<file path="src/rtl/rv_rf_dbg_access.sv">
// ---------------------------------------------------------------------------
// rv_rf_dbg_access
//
// Debug-side initiator for the integer register file. Accepts single-register
// read/write and full 32-register dump commands, halts the core through a
// request/acknowledge pair, drives the register-file ports for one cycle per
// access while the top level muxes them away from the core, and returns one
// response per register on a valid/ready channel.
//
// Ports
//   i_da_clk, i_da_rstn        clock, asynchronous active-low reset
//   i_da_req_*, o_da_req_ready command channel (cmd 00 rd, 01 wr, 10 dump, 11 bad)
//   o_da_rsp_*, i_da_rsp_ready response channel (data/addr/err/last)
//   o_da_halt_req, i_da_halted core halt handshake
//   o_da_rf_sel                top-level register-file mux select
//   o_da_rf_ra, i_da_rf_rd     register-file read port (combinational data)
//   o_da_rf_wa/wd/we           register-file write port (write on falling edge)
// ---------------------------------------------------------------------------
`ifndef XLEN
`define XLEN 32
`endif

module rv_rf_dbg_access #(
  parameter int unsigned TIMEOUT = 255
) (
  input  logic             i_da_clk,
  input  logic             i_da_rstn,
  input  logic             i_da_req_valid,
  output logic             o_da_req_ready,
  input  logic [1:0]       i_da_req_cmd,
  input  logic [4:0]       i_da_req_addr,
  input  logic [`XLEN-1:0] i_da_req_wdata,
  output logic             o_da_rsp_valid,
  input  logic             i_da_rsp_ready,
  output logic [`XLEN-1:0] o_da_rsp_data,
  output logic [4:0]       o_da_rsp_addr,
  output logic             o_da_rsp_err,
  output logic             o_da_rsp_last,
  output logic             o_da_halt_req,
  input  logic             i_da_halted,
  output logic             o_da_rf_sel,
  output logic [4:0]       o_da_rf_ra,
  input  logic [`XLEN-1:0] i_da_rf_rd,
  output logic [4:0]       o_da_rf_wa,
  output logic [`XLEN-1:0] o_da_rf_wd,
  output logic             o_da_rf_we
);

  localparam logic [7:0] TO_LIM = 8'(TIMEOUT);

  typedef enum logic [1:0] {
    S_IDLE,
    S_HALT,
    S_ACCESS,
    S_RESP
  } state_t;

  typedef enum logic [1:0] {
    CMD_READ  = 2'b00,
    CMD_WRITE = 2'b01,
    CMD_DUMP  = 2'b10,
    CMD_ILL   = 2'b11
  } cmd_t;

  state_t           r_state;
  state_t           w_state_nxt;
  cmd_t             r_cmd;
  cmd_t             w_req_cmd;
  logic [4:0]       r_addr;        // latched index, doubles as the dump index
  logic [`XLEN-1:0] r_wdata;
  logic [7:0]       r_cnt;         // cycles spent waiting in HALT
  logic [7:0]       w_cnt_inc;
  logic [`XLEN-1:0] r_rsp_data;
  logic             r_rsp_err;
  logic             r_rsp_last;

  assign w_req_cmd = cmd_t'(i_da_req_cmd);
  assign w_cnt_inc = r_cnt + 8'd1;

  // The response index is the working index itself: it only advances on the
  // response handshake, so it is stable for the whole RESP state.
  assign o_da_rsp_addr = r_addr;
  assign o_da_rsp_data = r_rsp_data;
  assign o_da_rsp_err  = r_rsp_err;
  assign o_da_rsp_last = r_rsp_last;

  // Next state and state-decoded outputs.
  // NOTE: every signal gets a default before the case, so no path leaves a
  // value unassigned and no latch is inferred.
  always_comb begin
    w_state_nxt    = r_state;
    o_da_req_ready = 1'b0;
    o_da_rsp_valid = 1'b0;
    o_da_halt_req  = 1'b0;
    o_da_rf_sel    = 1'b0;
    o_da_rf_ra     = '0;
    o_da_rf_wa     = '0;
    o_da_rf_wd     = '0;
    o_da_rf_we     = 1'b0;

    case (r_state)
      S_IDLE: begin
        o_da_req_ready = 1'b1;
        if (i_da_req_valid) begin
          // An illegal command never disturbs the core.
          w_state_nxt = (w_req_cmd == CMD_ILL) ? S_RESP : S_HALT;
        end
      end

      S_HALT: begin
        o_da_halt_req = 1'b1;
        if (i_da_halted) begin
          w_state_nxt = S_ACCESS;
        end else if (w_cnt_inc == TO_LIM) begin
          w_state_nxt = S_RESP;
        end
      end

      S_ACCESS: begin
        o_da_halt_req = 1'b1;
        o_da_rf_sel   = 1'b1;
        o_da_rf_ra    = r_addr;
        o_da_rf_wa    = r_addr;
        o_da_rf_wd    = r_wdata;
        // x0 is hardwired; the write is dropped but still reported as success.
        o_da_rf_we    = (r_cmd == CMD_WRITE) && (r_addr != 5'd0);
        w_state_nxt   = S_RESP;
      end

      S_RESP: begin
        o_da_rsp_valid = 1'b1;
        // Error responses (timeout, illegal) never hold the core.
        o_da_halt_req  = !r_rsp_err;
        if (i_da_rsp_ready) begin
          w_state_nxt = r_rsp_last ? S_IDLE : S_HALT;
        end
      end

      default: w_state_nxt = S_IDLE;
    endcase
  end

  // NOTE: sequential state uses non-blocking assignments only, so every
  // register samples the pre-edge values regardless of statement order.
  always_ff @(posedge i_da_clk or negedge i_da_rstn) begin
    if (!i_da_rstn) begin
      r_state    <= S_IDLE;
      r_cmd      <= CMD_READ;
      r_addr     <= '0;
      r_wdata    <= '0;
      r_cnt      <= '0;
      r_rsp_data <= '0;
      r_rsp_err  <= 1'b0;
      r_rsp_last <= 1'b0;
    end else begin
      r_state <= w_state_nxt;

      case (r_state)
        S_IDLE: begin
          if (i_da_req_valid) begin
            r_cmd      <= w_req_cmd;
            r_addr     <= (w_req_cmd == CMD_DUMP) ? 5'd0 : i_da_req_addr;
            r_wdata    <= i_da_req_wdata;
            r_cnt      <= '0;
            // Pre-load the response as an illegal-command error; every other
            // command overwrites it in HALT (timeout) or ACCESS.
            r_rsp_data <= '0;
            r_rsp_err  <= (w_req_cmd == CMD_ILL);
            r_rsp_last <= 1'b1;
          end
        end

        S_HALT: begin
          if (!i_da_halted) begin
            r_cnt <= w_cnt_inc;
            if (w_cnt_inc == TO_LIM) begin
              r_rsp_data <= '0;
              r_rsp_err  <= 1'b1;
              r_rsp_last <= 1'b1;
            end
          end
        end

        S_ACCESS: begin
          r_rsp_data <= (r_cmd == CMD_WRITE) ? '0 : i_da_rf_rd;
          r_rsp_err  <= 1'b0;
          r_rsp_last <= (r_cmd != CMD_DUMP) || (r_addr == 5'd31);
        end

        S_RESP: begin
          // Next dump entry: advance the index and restart the halt wait.
          if (i_da_rsp_ready && !r_rsp_last) begin
            r_addr <= r_addr + 5'd1;
            r_cnt  <= '0;
          end
        end

        default: ;
      endcase
    end
  end

endmodule

</file>
<file path="config.mk">
export PLATFORM = sky130hd
export DESIGN_NAME = rv_rf_dbg_access
export DESIGN_NICKNAME = d
export VERILOG_FILES = /design/src/rtl/rv_rf_dbg_access.sv
export SDC_FILE = /design/constraint.sdc
export NUM_CORES = 1
export LEC_CHECK = 0
export ABC_AREA = 0
export CORE_AREA = 2 2 102 104
export CTS_CLUSTER_SIZE = 16
export DETAILED_ROUTE_END_ITERATION = 7
export DIE_AREA = 0 0 104 106
export GPL_TIMING_DRIVEN = 0
export MAX_ROUTING_LAYER = met4
export PLACE_DENSITY = 0.9
export SLEW_MARGIN = 30
export SYNTH_ARGS = -nofsm -noshare
export SYNTH_HDL_FRONTEND = slang
export SYNTH_SLANG_ARGS = --single-unit
</file>
<file path="constraint.sdc">
create_clock -name i_da_clk -period 2.75 [get_ports i_da_clk]
set_input_delay 0.4125 -clock i_da_clk [delete_from_list [all_inputs] [get_ports i_da_clk]]
set_output_delay 0.4125 -clock i_da_clk [all_outputs]
set_load 0.02 [all_outputs]
</file>
# == After elaboration in Yosys (flattened, before gate mapping) ==
# Index checks and enable logic that the tools add are counted.
# totals
ff_bits,83
output_inout_bits,86
in_bits,76
elab_cells,74
# classes
n_reduce_logical,16
muxes,33
eq_ne,15
add_sub_neg,2
# ops
operator,count
2-to-1 mux 32 bit,5
case mux 32 bit (3 select lines),1
2-to-1 mux 8 bit,3
case mux 8 bit (3 select lines),1
2-to-1 mux 5 bit,4
!= test 2 bit (second input constant),6
2-to-1 mux 2 bit,5
case mux 5 bit (2 select lines),1
2-to-1 mux 1 bit,9
adder 8 x 1 -> 8 bit (second input constant),1
== test 2 bit (second input constant),4
== test 8 bit (second input constant),1
case mux 2 bit (4 select lines),1
AND reduction 4 bit,2
case mux 1 bit (3 select lines),2
AND reduction 3 bit,2
nonzero test 3 bit,2
adder 5 x 1 -> 5 bit (second input constant),1
== test 5 bit (second input constant),1
nonzero test 5 bit,1
== test 2 x 1 -> 1 bit (second input constant),2
!= test 3 bit (second input constant),1
logical AND 1 bit,2
zero test 1 bit,2
other kinds (6),6

# == Logic depth before layout (Yosys ltp) ==
# Gate-level depths: netlist of run 1.
# logic_depth
word_depth,5
depth_mapped,9

# == Least setup slack after synthesis of run 1 ==
# Ideal clock, no wire load.
# synth_timing
kind,register -> register
start,register r_state[0]
end,register r_rsp_last (netlist: o_da_rsp_last)
stages_incl_launch_ff,8
path_slack_ns,0.416
arrival_ns,2.209
setup_ns,0.125
n_path_buf,1
synth_period_minus_slack_ns,2.334
cell_sequence,dfrtp_1 -> inv_1 -> ha_1 -> clkbuf_1 -> nor2b_1 -> or3_1 -> o31ai_4 -> mux2_4
# synth_via
elab_chain_cells,3
# synth_rtl
element,line_no,text
start: declaration,65,state_t r_state;
start signal: assignment,156,r_state <= w_state_nxt;
== test 2 x 1 -> 1 bit (tied with other cells),158,case (r_state)
!= test 2 bit (no source line) or nonzero test 3 bit (tied branches),-,
AND reduction 4 bit (no source line),-,
end signal: assignment,187,r_rsp_last <= (r_cmd != CMD_DUMP) || (r_addr == 5'd31);
end: declaration,75,logic r_rsp_last;
# Parallel ways exist; a longest one is shown, timed or not.
# A chain may end at the register's enable or synchronous reset.

# == Worst setup path in the final report of run 1 ==
# layout_timing
start,register r_state[0]
end,output o_da_rf_wa[0]
# layout_via
elab_chain_cells,2
# layout_rtl
element,line_no,text
== test 2 bit,101,case (r_state)
2-to-1 mux 5 bit,101,
end: declaration,44,"output logic [4:0] o_da_rf_wa,"
# Every way passes these cells.

==> qor.tcl, run 1 <==
set qor(run_status) {finished, final reports clean}
set qor(startpoint_type) {flip-flop}
set qor(synth_simple_gate_area_share_pct) 15.4
set qor(core_um2) 10000
set qor(layout_cells_sized_above_1_pct) 14.9
set qor(grt_antenna_before_repair) 0
set qor(layout_worst_path_cycle_share_pct) 96.1
set qor(avgViaCountPerCell) 4.95
set qor(gp_routability_congestion) 0.837
set qor(vias) 3626
set qor(hold_viol_final) 0
set qor(final-max-slew-violation-count) 0
set qor(vdd_drop_max_mv) 0.507
set qor(power_leakage_uw) 0.00293
set qor(synth_enable_flop_cells) 0
set qor(flow.area_growth_from_synthesis_pct) 47.5
set qor(drt_drc_violations_left) 0
set qor(critPathKind) {flip-flop to output port}
set qor(cts_made_buffers) 9
set qor(setup.worst_path.end_class) {output port}
set qor(finalSetupTns_ns) 0
set qor(mappedNetlistArea_um2) 4350
set qor(synth_area_in_compound_gates_pct) 8.74
set qor(drt-wirelength-per-cell_um) 15.5
set qor(grt_use_total_pct) 21.5
set qor(first_pass_grt_wire_length_mm) 18.7
set qor(xor_xnor_portion_of_the_synthesized_cell_area_pct) 0
set qor(initial_core_util_pct) 43.5
set qor(synth_warnings) 0
set qor(achievable-frequency_mhz) 378
set qor(synth_fa_ha_area_share_pct) 3.16
set qor(hold_class) {primary input to asynchronous set/reset pin}
set qor(ys.flop_type) {dfrtp_1}
set qor(routed_wl_mm) 11.4
set qor(fp.dieArea_um2) 11000
set qor(worst_slew_margin_rel_pct) 46.2
set qor(syn_area_per_cell_um2) 10.5
set qor(postRouteAntennaNets) 0
set qor(num_rows) 37
set qor(worst_pin_slew_ns) 0.805
set qor(power-per-cell-area_nw_per_um2) 1110
set qor(timing.final.setup_violations) 0
set qor(grt_overflow_total) 0
set qor(fin_nets) 678
set qor(synth_async_sr_flop_share_pct) 100
set qor(mux_share_of_post_synthesis_cell_area_pct) 17.0
set qor(diodes) 0
set qor(grt_start_max_net_pins) 68
set qor(synthesis.instances) 414
set qor(final.setup_skew_ns) 0.00893
set qor(tritoncts) {built}
set qor(synth-seq-area-share_pct) 47.7
set qor(drt-pass1-iter-count) 4
set qor(clock_tree_sinks) 83
set qor(die-height_um) 106
set qor(synthesized_net_count) 501
set qor(number_of_distinct_standard_cells_referenced_by_the_synthesized_netlist) 51
set qor(post-layout-total-power_uw) 7150
set qor(cts_htree_levels) 3
set qor(path_max_fanout) 10
set qor(grt_pass1_vias) 3846
set qor(dpl.hpwl_mm) 8.56
set qor(floorplan_die_width_um) 104
set qor(clkTransAtPathRegs_ns) 0.09
set qor(max_cap_violations) 0
set qor(critPathArrivalTime_ns) 2.23
set qor(required_arrival_time_at_the_worst_endpoint_ns) 2.34
set qor(insertion_delay_ns) 0.36
set qor(ioPinCount) 162
set qor(rsz0062_at_grt) {yes}
set qor(clk_path_buf_depth) 2
set qor(drt-initial-drc-count) 153
set qor(synth_top_family_by_area) {multiplexers}
set qor(synth_seq_cells) 83
set qor(buffer_cell_driving_the_clock_tree_root) {clkbuf_8}
set qor(port_buffers) 161
set qor(final_period_minus_worst_setup_slack_ns) 2.64
## worst max-delay path, stage by stage, from the launching register on
cell and delay (ns):
dfrtp_1 0.43, inv_1 0.15, ha_2 0.26, clkbuf_4 0.23
clkbuf_4 0.21, and2_1 0.16, buf_4 0.11, dlygate4sd2_1 0.34
## per-layer routing
layer	vias to the layer above	global-route usage, %	wire length, um	part of all wire, %
met1	1771	25.5	4880	43
met5	-	-	0	0
met3	11	3.37	475	4.2
li1	1725	-	-	-
met4	0	6.76	143	1.3
met2	119	37.7	5860	52
## cells by family after synthesis
group                    after synthesis
buffers and inverters                 73
AO/OA/AOI/OAI                         53
multiplexers                          69
adder cells (fa/ha/maj)               11
flip-flops                            83
AND/OR/NAND/NOR                      125
## layout make-up
| type | instances | area, um^2 |
|---|---|---|
| plain buffers | 27 | 188 |
| clock buffers | 11 | 151 |
| clock inverters | 5 | 61.3 |
| fillers | 813 | 3580 |
| inverters | 46 | 173 |
| multi-input cells | 258 | 1930 |
| flip-flops and latches | 83 | 2080 |
| well taps | 136 | 170 |
| repair buffers | 166 | 1670 |
## state kept, by name, summed over array words and instances (netlist names)
signal,count
o_da_rsp_err,1
o_da_rsp_data,32
o_da_rsp_addr,5
r_cmd,2
o_da_rsp_last,1
r_cnt,8
r_state,2
r_wdata,32
## worst paths after layout
path / start / endpoint / slack [ns] / cells after the start
worst max-delay path: r_state[0] / o_da_rf_wa[0] / 0.11 / 7
worst min-delay path: i_da_rstn / r_wdata[7] / 0.46 / 2
worst max register to register: r_state[0] / r_cnt[7] / 0.21 / 9
worst min register to register: r_wdata[25] / r_wdata[25] / 0.50 / 1
max in group asynchronous: i_da_rstn / r_wdata[25] / 1.71 / 3
min in group i_da_clk: r_wdata[25] / r_wdata[25] / 0.50 / 1
## stage by stage
stage	utilization [%]	hold WS (ns)	worst slack (ns)	std cells	cell area, um^2
2_1_floorplan	-	0.117	0.416	414	4350
3_3_place_gp	61.3	0.479	-1.68	711	6130
3_5_place_dp	61.6	0.260	-0.213	712	6160
4_1_cts	63.8	0.440	0.000389	729	6380
5_1_grt	64.2	0.472	-0.0469	732	6420
6_report	64.2	0.458	0.106	732	6420
## where the power goes
group | internal (uW) | switching, uW
Clock | 471 | 470
Sequential | 1790 | 341
Combinational | 2000 | 2080
Total | 4260 | 2890
## cells in the mapped netlist (all sizes together) (7+ instances only)
cell type   n  area [um^2]
a21oi      12         60.1
dfrtp      83         2080
clkbuf     13         48.8
mux2i      34          340
mux2       35          398
nand3       7         35.0
buf        14          128
nand2      48          180
o21ai      14         70.1
nor2        7         26.3
ha         11          138
and2       40          250
inv        46          173
## cell usage in the layout (no fill, tap or decap), types with 12 or more instances in the layout
cell / netlist / layout
clkdlybuf4s50_1: 0 / 142
dfrtp_1: 83 / 83
nand2_1: 48 / 48
inv_1: 46 / 46
and2_1: 40 / 40
mux2i_1: 34 / 34
mux2_2: 34 / 34
a21oi_1: 12 / 12
dlygate4sd2_1: 0 / 12
## repair_timing
action	4_1_cts	5_1_grt
endpoints found under the setup margin	35	24
buffers inserted	0	3
gates resized for setup	19	10
hold endpoints to repair	16	0
pin swaps	0	1
hold buffers	1	0
Note: power is estimated with default switching activity, not from simulation.
==> inputs of run 2 (changes only) <==
--- a/config.mk
+++ b/config.mk
@@ -7,7 +7,6 @@
 export LEC_CHECK = 0
 export ABC_AREA = 0
 export CORE_AREA = 2 2 102 104
-export CTS_CLUSTER_SIZE = 16
 export DETAILED_ROUTE_END_ITERATION = 7
 export DIE_AREA = 0 0 104 106
 export GPL_TIMING_DRIVEN = 0
==> results of run 2 <==
The final DEF is identical to that of run 1; final timing and power are the same.
==> inputs of run 3 (changes only) <==
--- a/config.mk
+++ b/config.mk
@@ -6,12 +6,13 @@
 export NUM_CORES = 1
 export LEC_CHECK = 0
 export ABC_AREA = 0
-export CORE_AREA = 2 2 102 104
+export CORE_AREA = 2 2 108 110
 export DETAILED_ROUTE_END_ITERATION = 7
-export DIE_AREA = 0 0 104 106
+export DIE_AREA = 0 0 110 112
+export GPL_ROUTABILITY_DRIVEN = 0
 export GPL_TIMING_DRIVEN = 0
 export MAX_ROUTING_LAYER = met4
-export PLACE_DENSITY = 0.9
+export PLACE_DENSITY = 0.82
 export SLEW_MARGIN = 30
 export SYNTH_ARGS = -nofsm -noshare
 export SYNTH_HDL_FRONTEND = slang
==> qor.tcl, run 3 (synthesis results as in run 1) <==
set qor(run_status) {finished, final reports clean}
set qor(sequentialPowerShare_pct) 28.6
set qor(num_rows) 39
set qor(power_switching_share_pct) 39.3
set qor(drt-wirelength-per-cell_um) 15.1
set qor(floorplan_die_width_um) 110
set qor(worst_pin_slew_ns) 0.905
set qor(power_report.internal_total_uw) 4520
set qor(buffer_cell_driving_the_clock_tree_root) {clkbuf_16}
set qor(max_cap_violations) 0
set qor(drt-pass1-iter-count) 4
set qor(crit-reg2reg-launch) {r_state[1]}
set qor(dpl.hpwl_mm) 8.39
set qor(achievable-frequency_mhz) 379
set qor(grt_antenna_before_repair) 0
set qor(drt-initial-drc-count) 145
set qor(port_buffers) 161
set qor(critPathKind) {flip-flop to output port}
set qor(fin_nets) 677
set qor(power.switching_uw) 2920
set qor(final.setup_skew_ns) 0.00818
set qor(layout_common_cells) {clkdlybuf4s50_1, dfrtp_1, nand2_1}
set qor(avgViaCountPerCell) 4.82
set qor(share_comb_of_total_power_pct) 55.0
set qor(die-height_um) 112
set qor(tritoncts) {built}
set qor(worst_slew_margin_rel_pct) 39.6
set qor(fp.dieArea_um2) 12300
set qor(worstPathCellList) {inv_1, ha_4, clkbuf_4, and2_1, buf_4, clkdlybuf4s50_1}
set qor(path_max_fanout) 10
set qor(final_period_minus_worst_setup_slack_ns) 2.64
set qor(grt_pass1_vias) 3799
set qor(layout_worst_path_cycle_share_pct) 95.9
set qor(cts_made_buffers) 9
set qor(detailed_place.area_um2) 6170
set qor(timing.reg2reg.worst_path_depth) 9
set qor(ioPinCount) 162
set qor(clkTransAtPathRegs_ns) 0.06
set qor(clock_tree_sinks) 83
set qor(clk_path_buf_depth) 2
set qor(vdd_drop_max_mv) 0.594
set qor(flow.area_growth_from_synthesis_pct) 49.9
set qor(cts_htree_levels) 3
set qor(crit_end) {o_da_rf_wa[3]}
set qor(setup.worst_path.end_class) {output port}
set qor(required_arrival_time_at_the_worst_endpoint_ns) 2.34
set qor(timing.final.setup_violations) 0
set qor(initial_core_util_pct) 38.9
set qor(diodes) 0
set qor(drt_drc_violations_left) 0
set qor(rsz0062_at_grt) {no}
set qor(power-per-cell-area_nw_per_um2) 1140
set qor(layout_cells_sized_above_1_pct) 14.8
set qor(routed_wl_mm) 11.2
set qor(core_um2) 11200
set qor(setup_crit_start) {r_state[0]}
set qor(postRouteAntennaNets) 0
set qor(critPathArrivalTime_ns) 2.22
set qor(final_design_instance_area_without_fill_um2) 6520
set qor(post-layout-total-power_uw) 7450
set qor(grt_start_max_net_pins) 58
set qor(final_common_cell) {clkdlybuf4s50_1}
set qor(finalSetupTns_ns) 0
set qor(vias) 3558
set qor(cpPeakStageDelay_ns) 0.58
set qor(clock_power_share_pct) 16.4
set qor(timing.critical_path.slowest_stage_cell) {clkdlybuf4s50_1}
set qor(grt_overflow_total) 0
set qor(hold_class) {flip-flop to flip-flop}
set qor(final-max-slew-violation-count) 0
set qor(startpoint_type) {flip-flop}
set qor(first_pass_grt_wire_length_mm) 18.1
set qor(grt_use_total_pct) 19.4
set qor(r2r_setup_slack_ns) 0.30
set qor(power_leakage_uw) 0.00294
set qor(insertion_delay_ns) 0.33
set qor(crit-reg2reg-capture) {o_da_rsp_data[9]}
set qor(hold_viol_final) 0
## run 3: per-stage QoR
step	utilization [%]	instances	hold slack, ns	setup WS [ns]
finish	58.4	738	0.499	0.113
global route	58.4	738	0.513	0.0199
CTS	57.9	736	0.500	0.00144
detailed placement	55.2	719	0.301	-0.180
global placement	55.0	718	0.480	-1.76
floorplan	-	414	0.117	0.416
## run 3: critical path, delay by kind of cell, from the launching register on
family        cells  cell delay, ns
buf+inv           4            1.08
flops             1            0.42
fa+ha+maj         1            0.20
simple gates      1            0.18
## run 3: area by class of cell
class | count | area, um^2
tap | 143 | 179
clock buffer | 9 | 225
inverter | 46 | 173
multi-input combinational | 258 | 1940
fill | 954 | 4650
timing repair buffer | 165 | 1670
buffer | 27 | 186
sequential | 83 | 2080
clock inverter | 7 | 75.1
## run 3: repair_timing
item,CTS,global route
hold buffers,1,0
cloned,0,0
buffers inserted,0,2
setup endpoints to repair,29,43
gates resized for setup,17,10
endpoints found under the hold margin,26,0
pin swaps,0,1
## run 3: worst min path at each step
stage / slack (ns) / endpoint / cells past startpoint / start
after detailed placement: 0.30 / r_cnt[4] / 1 / i_da_rstn
after CTS: 0.50 / r_wdata[1] / 1 / r_wdata[1]
final: 0.50 / r_wdata[1] / 1 / r_wdata[1]
after global placement: 0.48 / r_wdata[24] / 1 / r_wdata[24]
after floorplan: 0.12 / o_da_rsp_addr[0] / 0 / i_da_rstn
after global routing: 0.51 / r_wdata[18] / 1 / r_wdata[18]
## run 3: power groups by stage
stage / Combinational [uW] / Clock [uW] / Sequential (uW)
finish: 4100 / 1220 / 2130
global route: 4430 / 1300 / 2200
CTS: 4070 / 1250 / 2130
detailed placement: 4070 / 0 / 2150
global placement: 3960 / 0 / 2110
floorplan: 2100 / 0 / 2430
## run 3: metal layers
layer / global-route usage (%) / share of wire, % / routed length, um
met5: - / 0 / 0
met4: 7.68 / 1.6 / 176
met3: 4.39 / 7.3 / 818
met2: 31.5 / 49 / 5420
met1: 23.0 / 42 / 4740
